[src/rtl/def.svh]
// Shared bus widths and literal helpers for the hash client slice.
`ifndef DEF_SVH
`define DEF_SVH

`define QUAD_BUS  [63:0]
`define DATA_BUS  [31:0]
`define TRUE      1'b1
`define FALSE     1'b0
`define ZERO_WORD 32'h0000_0000

`endif

[src/rtl/hash_client_pkg.sv]
// Shared types for the hash client: handshake FSM state encoding.
`include "def.svh"

package hash_client_pkg;

  typedef enum logic [2:0] {
    S_IDLE    = 3'd0,
    S_ARM     = 3'd1,
    S_WAIT    = 3'd2,
    S_RELEASE = 3'd3,
    S_OUT     = 3'd4
  } hash_client_state_t;

endpackage

[src/rtl/key_fifo.sv]
// Key queue for the hash client; pointers carry an extra wrap bit so full and
// empty are distinguishable. A pop frees a slot for a push in the same cycle.
module key_fifo #(
  parameter int DEPTH = 4,
  parameter int W     = 64
) (
  input  logic         clk,
  input  logic         rst,
  input  logic         push,
  input  logic [W-1:0] din,
  input  logic         pop,
  output logic [W-1:0] head,
  output logic         full,
  output logic         empty
);

  localparam int AW = $clog2(DEPTH);

  logic [W-1:0] mem [DEPTH];
  logic [AW:0]  wr_ptr, rd_ptr;
  logic         do_push, do_pop;

  assign empty   = (wr_ptr == rd_ptr);
  assign full    = (wr_ptr[AW] != rd_ptr[AW]) && (wr_ptr[AW-1:0] == rd_ptr[AW-1:0]);
  assign do_pop  = pop && !empty;
  assign do_push = push && (!full || do_pop);
  assign head    = mem[rd_ptr[AW-1:0]];

  always_ff @(posedge clk or negedge rst) begin
    if (!rst) begin
      wr_ptr <= '0;
      rd_ptr <= '0;
    end else begin
      if (do_push) wr_ptr <= wr_ptr + (AW+1)'(1);
      if (do_pop)  rd_ptr <= rd_ptr + (AW+1)'(1);
    end
  end

  // Storage is not reset: contents are only observed behind the pointers.
  always_ff @(posedge clk) begin
    if (do_push) mem[wr_ptr[AW-1:0]] <= din;
  end

endmodule

[src/rtl/hash_client.sv]
// Queues keys and drives a level-start hash engine one job at a time.
// Optional watchdog in WAIT enabled by HASH_CLIENT_TIMEOUT_EN.
`include "def.svh"

module hash_client
  import hash_client_pkg::*;
#(
  parameter int FIFO_DEPTH     = 4,
  parameter int TIMEOUT_CYCLES = 255
) (
  input  logic           clk,
  input  logic           rst,
  input  logic           key_valid_i,
  input  logic `QUAD_BUS key_i,
  output logic           key_ready_o,
  output logic           start_o,
  output logic `QUAD_BUS key_o,
  input  logic           hash_ready_i,
  input  logic `DATA_BUS hash_val_i,
  output logic           res_valid_o,
  input  logic           res_ready_i,
  output logic `QUAD_BUS res_key_o,
  output logic `DATA_BUS res_hash_o,
  output logic           res_err_o
);

  if (FIFO_DEPTH < 2 || (FIFO_DEPTH & (FIFO_DEPTH - 1)) != 0 || TIMEOUT_CYCLES < 1) begin : g_bad_param
    $error("hash_client: FIFO_DEPTH must be a power of two >= 2 and TIMEOUT_CYCLES >= 1");
  end

  hash_client_state_t state, state_nxt;
  logic               start_nxt, res_valid_nxt;
  logic `QUAD_BUS     key_nxt, res_key_nxt, fifo_head;
  logic `DATA_BUS     res_hash_nxt;
  logic               fifo_full, fifo_empty, pop;

  // Popping only from IDLE keeps a key pushed this cycle out of reach until next.
  assign pop         = (state == S_IDLE) && !fifo_empty;
  assign key_ready_o = !fifo_full || pop;

  key_fifo #(.DEPTH(FIFO_DEPTH), .W(64)) u_fifo (
    .clk   (clk),
    .rst   (rst),
    .push  (key_valid_i),
    .din   (key_i),
    .pop   (pop),
    .head  (fifo_head),
    .full  (fifo_full),
    .empty (fifo_empty)
  );

`ifdef HASH_CLIENT_TIMEOUT_EN
  localparam int WD_W = $clog2(TIMEOUT_CYCLES + 1);

  logic [WD_W-1:0] wdog;
  logic            err_q, err_nxt, timeout;

  assign timeout   = (state == S_WAIT) && (wdog == WD_W'(TIMEOUT_CYCLES - 1));
  assign res_err_o = err_q;

  always_ff @(posedge clk or negedge rst) begin
    if (!rst)                                  wdog <= '0;
    else if (state == S_WAIT && !hash_ready_i) wdog <= wdog + WD_W'(1);
    else                                       wdog <= '0;
  end
`else
  assign res_err_o = `FALSE;
`endif

  always_comb begin
    state_nxt     = state;
    start_nxt     = start_o;
    key_nxt       = key_o;
    res_valid_nxt = res_valid_o;
    res_key_nxt   = res_key_o;
    res_hash_nxt  = res_hash_o;
`ifdef HASH_CLIENT_TIMEOUT_EN
    err_nxt       = err_q;
`endif
    case (state)
      S_IDLE: if (!fifo_empty) begin
        key_nxt   = fifo_head;
        start_nxt = `TRUE;
        state_nxt = S_ARM;
      end
      // Ready seen here may still belong to the previous job.
      S_ARM: state_nxt = S_WAIT;
      S_WAIT: begin
        if (hash_ready_i) begin
          res_hash_nxt = hash_val_i;
          res_key_nxt  = key_o;
          start_nxt    = `FALSE;
          state_nxt    = S_RELEASE;
`ifdef HASH_CLIENT_TIMEOUT_EN
          err_nxt      = `FALSE;
        end else if (timeout) begin
          res_hash_nxt = `ZERO_WORD;
          res_key_nxt  = key_o;
          err_nxt      = `TRUE;
          start_nxt    = `FALSE;
          state_nxt    = S_RELEASE;
`endif
        end
      end
      S_RELEASE: begin
        res_valid_nxt = `TRUE;
        state_nxt     = S_OUT;
      end
      S_OUT: if (res_ready_i) begin
        res_valid_nxt = `FALSE;
        state_nxt     = S_IDLE;
      end
      default: state_nxt = S_IDLE;
    endcase
  end

  always_ff @(posedge clk or negedge rst) begin
    if (!rst) begin
      state       <= S_IDLE;
      start_o     <= `FALSE;
      key_o       <= '0;
      res_valid_o <= `FALSE;
      res_key_o   <= '0;
      res_hash_o  <= `ZERO_WORD;
`ifdef HASH_CLIENT_TIMEOUT_EN
      err_q       <= `FALSE;
`endif
    end else begin
      state       <= state_nxt;
      start_o     <= start_nxt;
      key_o       <= key_nxt;
      res_valid_o <= res_valid_nxt;
      res_key_o   <= res_key_nxt;
      res_hash_o  <= res_hash_nxt;
`ifdef HASH_CLIENT_TIMEOUT_EN
      err_q       <= err_nxt;
`endif
    end
  end

endmodule

[config.mk]
export PLATFORM = sky130hd
export DESIGN_NAME = hash_client
export DESIGN_NICKNAME = d
export VERILOG_FILES = /design/src/rtl/hash_client_pkg.sv /design/src/rtl/key_fifo.sv /design/src/rtl/hash_client.sv
export VERILOG_INCLUDE_DIRS = /design/src /design/src/rtl
export SDC_FILE = /design/constraint.sdc
export NUM_CORES = 1
export LEC_CHECK = 0
export BUFFER_PORTS_ARGS = -buffer_cell sky130_fd_sc_hd__clkbuf_2
export CAP_MARGIN = 20
export CORE_AREA = 10 10 189 191
export DETAILED_ROUTE_END_ITERATION = 6
export DIE_AREA = 0 0 199 201
export MAX_ROUTING_LAYER = met4
export PLACE_DENSITY = 0.77
export REMOVE_ABC_BUFFERS = 1
export SLEW_MARGIN = 10
export SYNTH_ARGS = -nofsm -noshare
export SYNTH_HDL_FRONTEND = slang
export SYNTH_SLANG_ARGS = --single-unit
[constraint.sdc]
create_clock -name clk -period 5.9 [get_ports clk]
set_input_delay 0.295 -clock clk [delete_from_list [all_inputs] [get_ports clk]]
set_output_delay 0.295 -clock clk [all_outputs]
set_load 0.005 [all_outputs]
==> metrics <==
multi-input logic area 3610 µm²; peak supply drop 0.000379 V; NumNets Final 1209; Slew headroom 0.311; CTS Buf Count 44; Switching Share 0.290; max incr delay on CP 1.10 ns; dpl hpwl 20.0 mm; Port Buffers 263; TritonCTS clock tree built; Distinct cells, synth 30; WP data required 6.30 ns; Max-cap violations 0; clk_lat worst skew 0.53 ns; clock skew 0.0138 ns; sequential area share after synthesis 0.759; GP Congestion 0.753; FFs w/ async S/R, synth 0.400; Hold WS 0.0219 ns; register share of total power 0.453; PnR worst setup slack 2.34 ns; # H-tree levels 2; initial antenna violation count 4; mean routed wirelength per cell 21.0 µm; final slew viol count 0; Hold Violations, Final 0; Total GRT Usage 0.167; status completed; mapped cell area 15800 µm²; vias 8044; Pre-antenna DRT Iters 4; Layout fillers 2296; CP Data Arrival Time 3.96 ns; Synth Flop Type edfxtp_1; final worst path period need 3.56 ns; cell with the most instances after synthesis edfxtp_1; Die X 199 µm; first-pass GRT wire length 51.1 mm; vias in the first global route 8910; Post-synth EDFFs 256; Pwr Total 0.0108 W; largest net degree at the start of global routing 80; highest clock rate 281 MHz; io pins 265; critical path's slowest cell dfrtp_4; Final Setup Violations 0; Reg area 12000 µm²; post-synth top area cell edfxtp_1; DR vias/cell 5.19; actual slew at the worst max-slew pin 1.03 ns; Hold Path Class in2reg; RSZ-0062 raised after global routing no; Worst Setup Start Kind register; total core area 32000 µm²; worst slack, placed 2.28 ns; leading post-synthesis cells by cell area edfxtp_1 49%, dfrtp_1 27%, mux2_2 9.6%; # rows 66; Reg clk slew, reported paths 0.06 ns; Post-Syn Instances 732; dpl cells 1376; leakage power 7.79 nW; fin cells 1549; clock buffer depth 3; Gate power share 0.291; CP top delay family flip-flops; Crit Path Category reg2reg; worst-path fanout max 67; root buf cell clkbuf_16; Setup TNS Final 0 ns; WL final 32.5 mm; die area 40000 µm²; pwr dens 543 nW/µm²; layout cell share with drive strength beyond 1 0.476; effective utilization at floorplan 0.492; Setup crit end kind register; # DRC 0; Seq cells post-synth 427; GRT Residual Overflow 0; number of synthesis warnings 0; Syn Area/Cell 21.5 µm²; Area Overhead vs Synth 25.9%; sum of buffers and inverters on the critical path 1; clock share of power 0.255; initial DRC count 375; post_cts resized 0; die height 201 µm; total internal power 0.00766 W; final antenna-violating net count 0; CTS Sinks 427; period utilisation layout 0.603; CP Cell Sequence xor2_1 > o31a_2 > buf_4 > mux2_2; Psw 0.00312 W; Synth top cells by count 256 x edfxtp_1, 171 x dfrtp_1, 134 x mux2_2; post-synth top area share 0.488
-- path summary, 6_finish.rpt --
| check | from | endpoint | slack [ns] | cells past startpoint |
|---|---|---|---|---|
| worst max-delay path | u_fifo.rd_ptr[1] | key_o[19] | 2.34 | 4 |
| worst min-delay path | hash_val_i[9] | res_hash_o[9] | 0.02 | 2 |
| worst max register to register | u_fifo.rd_ptr[1] | key_o[19] | 2.34 | 4 |
| worst min register to register | res_key_o[29] | res_key_o[29] | 0.50 | 1 |
| max in group asynchronous | rst | key_o[21] | 4.52 | 3 |
| min in group asynchronous | rst | res_key_o[54] | 0.23 | 2 |
-- timing repair --
action / CTS / global route
hold buffers: 87 / 1
buffers inserted: 0 / 0
endpoints found under the hold margin: 300 / 2
-- sequential cells by signal, indices dropped and copies added (netlist names) --
signal,count
u_fifo.mem,256
u_fifo.rd_ptr,3
state,3
res_key_o,64
u_fifo.wr_ptr,3
start_o,1
res_valid_o,1
key_o,64
res_hash_o,32
-- layout make-up --
| class | instances | area share |
|---|---|---|
| diodes | 4 | 0.000504 |
| clock buffers | 60 | 0.0627 |
| clock inverters | 20 | 0.0102 |
| well taps | 408 | 0.0257 |
| inverters | 4 | 0.000756 |
| multi-input cells | 267 | 0.182 |
| repair buffers | 359 | 0.115 |
| flip-flops and latches | 427 | 0.603 |
-- cell families after synthesis --
logic type / Yosys count / synth area share
flops: 427 / 0.759
mux: 226 / 0.207
buf+inv: 38 / 0.0132
simple gates: 17 / 0.00675
compound gates: 10 / 0.00508
xor+xnor: 8 / 0.00444
fa+ha+maj: 5 / 0.00397
other cells: 1 / 0.000238
-- layer usage --
metal	vias to the layer above	GRT usage	share of wire
met2	243	0.275	0.50
met1	4118	0.205	0.42
met5	-	-	0
met3	51	0.0399	0.062
met4	0	0.0373	0.019
li1	3632	-	-
-- layout by cell type, fill, tap and decap left out, types with 3 or more instances in the layout --
master           n
clkinv_2         8
mux2_1          28
xor2_1           4
clkinv_1         6
mux4_2          64
edfxtp_1       256
clkbuf_2       262
clkbuf_1        11
dfrtp_1        169
bufinv_16        4
buf_4            7
nand2_1          3
diode_2          4
inv_1            4
xnor2_1          4
nor2_1           3
and2_4           3
clkbuf_16       47
ha_1             5
mux2_2         134
dlygate4sd3_1   88
-- worst reg2reg max path: stages (launching register included) --
cell	delay [ns]
dfrtp_4	1.10
xor2_1	0.45
o31a_2	0.89
buf_4	0.56
mux2_2	0.43
-- metrics by stage --
step / cell area, µm² / utilization
final: 19900 / 0.620
after global routing: 19900 / 0.620
after CTS: 19800 / 0.618
after detailed placement: 17500 / 0.546
after global placement: 17500 / 0.546
after floorplan: 15600 / -
-- power groups by stage --
stage	Sequential (W)	Clock [W]	Combinational [W]
after floorplan	0.00491	0	0.00193
after global placement	0.00489	0	0.00307
after detailed placement	0.00495	0	0.00316
after CTS	0.00490	0.00282	0.00323
after global routing	0.00502	0.00295	0.00346
final	0.00489	0.00275	0.00314
No activity file was read; power rests on OpenSTA's default activity.
